==> src/rtl/uart_rx_bit_timer_if.sv <==
// uart_rx_bit_timer_if: control and status bundle
// between the RX front end and the bit timer.
interface uart_rx_bit_timer_if #(
  parameter int PRESCALE_W = 6,
  parameter int FRAME_W    = 4
);
  logic                  enable;
  logic                  restart;
  logic [PRESCALE_W-1:0] prescale;
  logic [FRAME_W-1:0]    frame_bits;
  logic [PRESCALE_W-1:0] edge_count;
  logic                  edge_count_done;
  logic [FRAME_W-1:0]    bit_count;
  logic                  sample_early;
  logic                  sample_mid;
  logic                  sample_late;
  logic                  frame_done;
  logic                  busy;
  logic                  prescale_err;

  modport master (
    output enable, restart, prescale, frame_bits,
    input  edge_count, edge_count_done, bit_count,
    input  sample_early, sample_mid, sample_late,
    input  frame_done, busy, prescale_err
  );

  modport slave (
    input  enable, restart, prescale, frame_bits,
    output edge_count, edge_count_done, bit_count,
    output sample_early, sample_mid, sample_late,
    output frame_done, busy, prescale_err
  );
endinterface

==> src/rtl/uart_rx_bit_timer.sv <==
// uart_rx_bit_timer: oversampling edge/bit counter
// with mid-bit vote strobes and frame-end flag.
module uart_rx_bit_timer #(
  parameter int PRESCALE_W   = 6,
  parameter int MAX_PRESCALE = 32,
  parameter int FRAME_W      = 4
) (
  input  logic UCLK,
  input  logic reset,
  uart_rx_bit_timer_if.slave bus
);

  localparam int PW = PRESCALE_W;
  localparam int FW = FRAME_W;
  localparam logic [PW:0] LP_MAX =
    (PW+1)'(MAX_PRESCALE);

  typedef enum logic [1:0] {
    S_IDLE,
    S_RUN,
    S_ERR
  } state_t;

  state_t        r_state, w_state_nxt;
  logic [PW-1:0] r_edge, w_edge_nxt;
  logic [PW-1:0] r_plat, w_plat_nxt;
  logic [FW-1:0] r_bit, w_bit_nxt;
  logic [FW-1:0] r_flat, w_flat_nxt;

  logic [PW-1:0] w_plast;
  logic [PW-1:0] w_half;
  logic [FW-1:0] w_flast;
  logic          w_run;
  logic          w_legal;
  logic          w_edge_done;
  logic          w_frame_end;

  assign w_run   = (r_state == S_RUN);
  assign w_plast = r_plat - PW'(1);
  assign w_half  = r_plat >> 1;
  assign w_flast = r_flat - FW'(1);

  assign w_legal =
    (bus.prescale >= PW'(4)) &&
    ({1'b0, bus.prescale} <= LP_MAX) &&
    !bus.prescale[0] &&
    (bus.frame_bits != '0);

  assign w_edge_done =
    w_run && (r_edge == w_plast);
  assign w_frame_end =
    w_edge_done && (r_bit == w_flast);

  // Next state, counters and config latch.
  always_comb begin
    w_state_nxt = r_state;
    w_edge_nxt  = r_edge;
    w_bit_nxt   = r_bit;
    w_plat_nxt  = r_plat;
    w_flat_nxt  = r_flat;
    unique case (r_state)
      S_IDLE: begin
        w_edge_nxt = '0;
        w_bit_nxt  = '0;
        if (bus.enable) begin
          if (w_legal) begin
            w_state_nxt = S_RUN;
            w_plat_nxt  = bus.prescale;
            w_flat_nxt  = bus.frame_bits;
          end else begin
            w_state_nxt = S_ERR;
          end
        end
      end
      S_RUN: begin
        if (!bus.enable) begin
          w_state_nxt = S_IDLE;
          w_edge_nxt  = '0;
          w_bit_nxt   = '0;
        end else if (bus.restart) begin
          w_edge_nxt = '0;
          w_bit_nxt  = '0;
        end else if (w_frame_end) begin
          w_state_nxt = S_IDLE;
          w_edge_nxt  = '0;
          w_bit_nxt   = '0;
        end else if (w_edge_done) begin
          w_edge_nxt = '0;
          w_bit_nxt  = r_bit + FW'(1);
        end else begin
          w_edge_nxt = r_edge + PW'(1);
        end
      end
      S_ERR: begin
        w_edge_nxt = '0;
        w_bit_nxt  = '0;
        if (!bus.enable) begin
          w_state_nxt = S_IDLE;
        end
      end
      default: begin
        w_state_nxt = S_IDLE;
        w_edge_nxt  = '0;
        w_bit_nxt   = '0;
      end
    endcase
  end

  // State, counter and config registers.
  always_ff @(posedge UCLK or posedge reset) begin
    if (reset) begin
      r_state <= S_IDLE;
      r_edge  <= '0;
      r_bit   <= '0;
      r_plat  <= '0;
      r_flat  <= '0;
    end else begin
      r_state <= w_state_nxt;
      r_edge  <= w_edge_nxt;
      r_bit   <= w_bit_nxt;
      r_plat  <= w_plat_nxt;
      r_flat  <= w_flat_nxt;
    end
  end

  assign bus.edge_count      = r_edge;
  assign bus.bit_count       = r_bit;
  assign bus.edge_count_done = w_edge_done;
  assign bus.busy            = w_run;
  assign bus.prescale_err    = (r_state == S_ERR);

  assign bus.sample_early =
    w_run && (r_edge == w_half - PW'(2));
  assign bus.sample_mid =
    w_run && (r_edge == w_half - PW'(1));
  assign bus.sample_late =
    w_run && (r_edge == w_half);

  // A resync on the final edge keeps the frame
  // alive, so it also cancels the end flag.
  assign bus.frame_done =
    w_frame_end && !bus.restart;

endmodule
==> src/flat_wrapper.sv <==
// flat-port wrapper written by rule: the top's interface ports become plain ports
module uart_rx_bit_timer_flat 
#(
  parameter int PRESCALE_W   = 6,
  parameter int MAX_PRESCALE = 32,
  parameter int FRAME_W      = 4
)
  (UCLK, reset, bus_enable, bus_restart, bus_prescale, bus_frame_bits, bus_edge_count, bus_edge_count_done, bus_bit_count, bus_sample_early, bus_sample_mid, bus_sample_late, bus_frame_done, bus_busy, bus_prescale_err);
  uart_rx_bit_timer_if #(.PRESCALE_W(PRESCALE_W), .FRAME_W(FRAME_W)) bus_i ();
  input  logic UCLK;
  input  logic reset;
  input wire logic [$bits(bus_i.enable)-1:0] bus_enable;
  input wire logic [$bits(bus_i.restart)-1:0] bus_restart;
  input wire logic [$bits(bus_i.prescale)-1:0] bus_prescale;
  input wire logic [$bits(bus_i.frame_bits)-1:0] bus_frame_bits;
  output wire logic [$bits(bus_i.edge_count)-1:0] bus_edge_count;
  output wire logic [$bits(bus_i.edge_count_done)-1:0] bus_edge_count_done;
  output wire logic [$bits(bus_i.bit_count)-1:0] bus_bit_count;
  output wire logic [$bits(bus_i.sample_early)-1:0] bus_sample_early;
  output wire logic [$bits(bus_i.sample_mid)-1:0] bus_sample_mid;
  output wire logic [$bits(bus_i.sample_late)-1:0] bus_sample_late;
  output wire logic [$bits(bus_i.frame_done)-1:0] bus_frame_done;
  output wire logic [$bits(bus_i.busy)-1:0] bus_busy;
  output wire logic [$bits(bus_i.prescale_err)-1:0] bus_prescale_err;
  assign bus_i.enable = bus_enable;
  assign bus_i.restart = bus_restart;
  assign bus_i.prescale = bus_prescale;
  assign bus_i.frame_bits = bus_frame_bits;
  assign bus_edge_count = bus_i.edge_count;
  assign bus_edge_count_done = bus_i.edge_count_done;
  assign bus_bit_count = bus_i.bit_count;
  assign bus_sample_early = bus_i.sample_early;
  assign bus_sample_mid = bus_i.sample_mid;
  assign bus_sample_late = bus_i.sample_late;
  assign bus_frame_done = bus_i.frame_done;
  assign bus_busy = bus_i.busy;
  assign bus_prescale_err = bus_i.prescale_err;
  uart_rx_bit_timer #(.PRESCALE_W(PRESCALE_W), .MAX_PRESCALE(MAX_PRESCALE), .FRAME_W(FRAME_W)) u_core (.UCLK(UCLK), .reset(reset), .bus(bus_i));
endmodule
==> config.mk <==
export PLATFORM = sky130hd
export DESIGN_NAME = uart_rx_bit_timer_flat
export DESIGN_NICKNAME = d
export VERILOG_FILES = /design/src/rtl/uart_rx_bit_timer_if.sv /design/src/rtl/uart_rx_bit_timer.sv /design/src/flat_wrapper.sv
export SDC_FILE = /design/constraint.sdc
export NUM_CORES = 1
export LEC_CHECK = 0
export CORE_MARGIN = 2
export CORE_UTILIZATION = 30
export DETAILED_ROUTE_END_ITERATION = 10
export DONT_BUFFER_PORTS = 1
export PLACE_DENSITY_LB_ADDON = 0.3
export SYNTH_ARGS = -nofsm -noshare
export SYNTH_HDL_FRONTEND = slang
export SYNTH_SLANG_ARGS = --single-unit
==> constraint.sdc <==
create_clock -name UCLK -period 2.7 [get_ports UCLK]
set_input_delay 0.405 -clock UCLK [delete_from_list [all_inputs] [get_ports UCLK]]
set_output_delay 0.405 -clock UCLK [all_outputs]
set_load 0.02 [all_outputs]
After elaboration in Yosys (flattened, before gate mapping)
Index checks and enable logic that the tools add are counted.
Cells by class
  $add $sub $neg: 6
  order comparisons: 2
  eq/ne operators: 12
  mux-type cells: 17
  reductions and logical operators: 15
Operator list (number)
  6-bit two-way mux: 5
  4-bit two-way mux: 5
  6-bit == test: 3
  2-bit two-way mux: 6
  1-bit logical AND: 9
  6-bit by 1-bit adder with 6-bit output, second input constant: 1
  6-bit by 5-bit == test with 1-bit output: 1
  6-bit by 3-bit greater-or-equal comparator with 1-bit output, second input constant: 1
  6-bit <= comparator, second input constant: 1
  3-bit != test, second input constant: 2
  2-bit case mux with 3 select lines: 1
  5-bit by 1-bit subtractor with 6-bit output, second input constant: 1
  5-bit by 2-bit subtractor with 6-bit output, second input constant: 1
  6-bit by 1-bit subtractor with 6-bit output, second input constant: 1
  5-bit != test, second input constant: 1
  4-bit by 1-bit adder with 4-bit output, second input constant: 1
  4-bit == test: 1
  2-bit != test, second input constant: 2
  4-bit AND reduction: 1
  4-bit nonzero test: 1
  4-bit by 1-bit subtractor with 4-bit output, second input constant: 1
  3-bit AND reduction: 1
  2-bit by 1-bit == test with 1-bit output, second input constant: 1
  2-bit == test, second input constant: 1
  2 further kinds: 3
Word-level totals
  register bits: 22
  output and inout bits: 17
  logic and storage cells: 57

Logic depth before layout (Yosys ltp)
  depth in word-level cells: 8
  mapped depth: 8
  gate-level depth less buffers: 7

Least setup slack after synthesis
No wires, ideal clock.
  path kind: reg-to-output
  from: reg u_core.r_plat[2]
  to: out bus_frame_done
  data arrival time: 2113 ps
  data required time: 2295 ps
  setup slack: 182 ps
  cell stages (with the launch flop): 9
  buffers on the path: 1
  path through: dfrtp_1 > inv_1 > ha_1 > a21boi_2 > xnor2_1 > or2_0 > clkbuf_1 > nor3_4 > and2_1
On the way
  longest elaborated chain between the ends: 5
RTL lines
  from (decl): line uart_rx_bit_timer.sv:26  | logic [PW-1:0] r_plat, w_plat_nxt;
  from (signal assigned): line uart_rx_bit_timer.sv:121  | r_plat <= w_plat_nxt;
  6-bit by 1-bit subtractor with 6-bit output: line uart_rx_bit_timer.sv:39  | assign w_plast = r_plat - PW'(1);
  6-bit == test: line uart_rx_bit_timer.sv:50  | w_run && (r_edge == w_plast);
  1-bit logical AND: line uart_rx_bit_timer.sv:50
  named net bus_edge_count_done: line flat_wrapper.sv:17  | output wire logic [$bits(bus_i.edge_count_done)-1:0] bus_edge_count_done;
  1-bit logical AND: line uart_rx_bit_timer.sv:52  | w_edge_done && (r_bit == w_flast);
  1-bit logical AND: line uart_rx_bit_timer.sv:142  | w_frame_end && !bus.restart;
  to (decl): line flat_wrapper.sv:22  | output wire logic [$bits(bus_i.frame_done)-1:0] bus_frame_done;
The timed path passes the listed nets, and every way through them passes these cells.

Final worst setup path
  from: reg u_core.r_plat[2]
  to: out bus_frame_done
On the way
  longest elaborated chain between the ends: 5
RTL lines (line)
  6-bit by 1-bit subtractor with 6-bit output: uart_rx_bit_timer.sv:39
  6-bit == test: uart_rx_bit_timer.sv:50
  1-bit logical AND: uart_rx_bit_timer.sv:50
  1-bit logical AND: uart_rx_bit_timer.sv:52
  1-bit logical AND: uart_rx_bit_timer.sv:142
No other way between the ends.

==> flow_metrics.env <==
export IMPL_status="finished clean"
export IMPL_cts_setup_buffers=0
export IMPL_slew_headroom_pct=43.54
export IMPL_end_kind="output pin"
export IMPL_period_needed_ns=2.569
export IMPL_synth_most_common_cell="dfrtp_1"
export IMPL_setup_ws_ns=0.1309
export IMPL_ys_ff_latch=22
export IMPL_netlist_top_cells_area="dfrtp_1 33%, xnor2_1 11%, mux2_4 8.2%"
export IMPL_ctsLongestPathBuffers=2
export IMPL_grt_pass1_wl_microns=6203
export IMPL_design_area_sq_um=1863
export IMPL_placed_area_sq_um=1778
export IMPL_clock_fmax_mhz=389.2
export IMPL_setup_worst_path_class="register to output pin"
export IMPL_irDropWorstVdd_mv=0.3357
export IMPL_syn_avg_cell_area_sq_um=9.743
export IMPL_fp_dieW_microns=78.09
export IMPL_finalSetupViolCount=0
export IMPL_min_path_type="input port to asynchronous set/reset pin"
export IMPL_drive_above_1_share_pct=17.51
export IMPL_antenna_cells=0
export IMPL_cp_start_kind="register"
export IMPL_tns_ns=0
export IMPL_ys_seq_area_share_pct=33.43
export IMPL_power_leakage_nw=0.7977
export IMPL_drc=0
export IMPL_synthesis_nets=191
export IMPL_syn_inst=169
export IMPL_synth_area_leader_cell="dfrtp_1"
export IMPL_fp_row_count=26
export IMPL_io_buffers=0
export IMPL_wire_per_inst_microns=15.08
export IMPL_grt_max_degree=23
export IMPL_post_route_period_util_pct=95.15
export IMPL_clk_latency_ns=0.27
export IMPL_slew_viol_final=0
export IMPL_syn_area_sq_um=1647
export IMPL_num_vias=1222
export IMPL_die_area_sq_um=6097
export IMPL_tightest_slew_ns=0.8459
export IMPL_path_max_fanout=5
export IMPL_drv_cap=0
export IMPL_synth_common_cells="22 x dfrtp_1, 20 x xnor2_1, 13 x nor3_1, 10 x xor2_1"
export IMPL_initial_core_util_pct=31.63
export IMPL_grt_pass1_vias=1217
export IMPL_wl_microns=3725
export IMPL_cts_clk_slew_worst_paths_ns=0.08
export IMPL_area_growth_pct=13.15
export IMPL_rsz0062_at_grt="false"
export IMPL_async_reset_ff_share_pct=100.0
export IMPL_cts_root_buffer="clkbuf_8"
export IMPL_hpwl_microns=3003
export IMPL_synthDistinctLibCells=40
export IMPL_clock_sinks=22
export IMPL_place_congestion=0.7918
export IMPL_worstPathArrival_ns=2.16
export IMPL_yosys_warnings=0
export IMPL_synth_top_area_share_pct=33.43
export IMPL_ant_nets=0
export IMPL_grtUsageTotal_pct=13.09
export IMPL_cts_buffers=3
export IMPL_drt_initial_drc_count=61
export IMPL_htreeDepth=1
export IMPL_post_place_ws_ns=0.3284
export IMPL_cellPowerDensity_nw_per_um2=685.5
export IMPL_viasPerCell=4.947
export IMPL_hold_viol_final=0
export IMPL_synth_edf_count=0
export IMPL_antenna_found_initial=0
export IMPL_grt_overflow_total=0
export IMPL_core_sq_um=5205
export IMPL_ios=31
export IMPL_num_nets_final=200
export IMPL_firstDrtPassIters=4
export IMPL_die_height_microns=78.09
export IMPL_synth_flop_cell="dfrtp_1"
export IMPL_cts_tree="yes"
export IMPL_worstPathRequired_ns=2.30
export IMPL_skew_ns=0.004903
export IMPL_fin_total_pwr_w=0.001277
## cells by family (layout without fill, tap and decap cells)
logic type	count (synthesis)	after routing	share of synthesized area (%)
buffers and inverters	16	24	4.407
AO/OA/AOI/OAI	24	24	10.11
XOR/XNOR	31	31	17.40
flip-flops	22	22	33.43
AND/OR/NAND/NOR	59	59	20.37
adder cells (fa/ha/maj)	8	8	6.079
multiplexers	9	9	8.207
## cell usage in the layout, fill, tap and decap left out, drive strengths merged, types with 2 or more instances in the layout
cell and instances:
a21oi 9, ha 8, xor2 10, or2 2
nor4 3, xnor2 20, a211oi 2, and2 2
nand3 4, nand3b 2, nand4 6, dfrtp 22
o31ai 2, mux2 9, nand2b 4, buf 11
nand2 7, o41ai 2, nor3 14, nor3b 2
inv 9, clkbuf 3, a31oi 2, a21boi 3
nor2 7, and3 2
## layout make-up
| cell class | instances | area [sq um] |
|---|---|---|
| multi-input combinational | 131 | 1037 |
| fill | 553 | 3342 |
| clock inverter | 1 | 30.03 |
| inverter | 9 | 33.78 |
| clock buffer | 3 | 41.29 |
| sequential | 22 | 550.5 |
| tap | 70 | 87.58 |
| timing repair buffer | 11 | 82.58 |
## metal layers
| layer | global-route usage [%] | vias up | share of wire, % |
|---|---|---|---|
| met3 | 4.023 | 4 | 5.9 |
| met4 | 4.737 | 0 | 1.6 |
| met2 | 19.05 | 32 | 43 |
| met5 | 0 | - | 0 |
| li1 | - | 618 | - |
| met1 | 18.26 | 568 | 50 |
## sequential cells by signal, indices dropped and copies added (netlist names)
signal / flops
u_core.bus.edge_count: 6
u_core.r_plat: 6
u_core.bus.bit_count: 4
u_core.r_flat: 4
u_core.r_state: 2
## timing repair
item                                   in CTS  in global routing
endpoints found under the hold margin       0                  0
gates resized for setup                     0                  5
setup endpoints to repair                   0                  3
hold buffers                                0                  0
## worst max-delay path, cell delays in order, from the launching register on
cell and delay, ns:
dfrtp_1 0.45, inv_1 0.15, ha_2 0.24, a21boi_2 0.20, xnor2_1 0.10, or2_1 0.32
nor3_4 0.19, and2_2 0.24
## final timing paths
path	to	start	slack, ns	cells after the start
max	bus_frame_done	u_core.r_plat[2]	0.13	7
max in group asynchronous	u_core.bus.bit_count[1]	reset	1.99	1
min in group UCLK	u_core.r_state[1]	bus_enable	0.25	1
max reg2reg	u_core.r_state[0]	u_core.r_plat[2]	0.57	8
min reg2reg	u_core.r_flat[3]	u_core.r_flat[3]	0.54	1
min	u_core.r_state[0]	reset	0.19	1
## power by group
group	internal [W]	switching [W]
clock network	0.000198	0.000114
logic	0.000259	0.000288
registers	0.000372	0.0000469
## through the flow
| step | utilization [%] | cells | hold slack (ns) |
|---|---|---|---|
| floorplan | - | 169 | 0.3942 |
| global placement | 34.16 | 243 | 0.5201 |
| detailed placement | 34.16 | 243 | 0.5204 |
| CTS | 35.53 | 247 | 0.2328 |
| global route | 35.79 | 247 | 0.2473 |
| finish | 35.79 | 247 | 0.1899 |
Power figures use the tool's default switching activity.
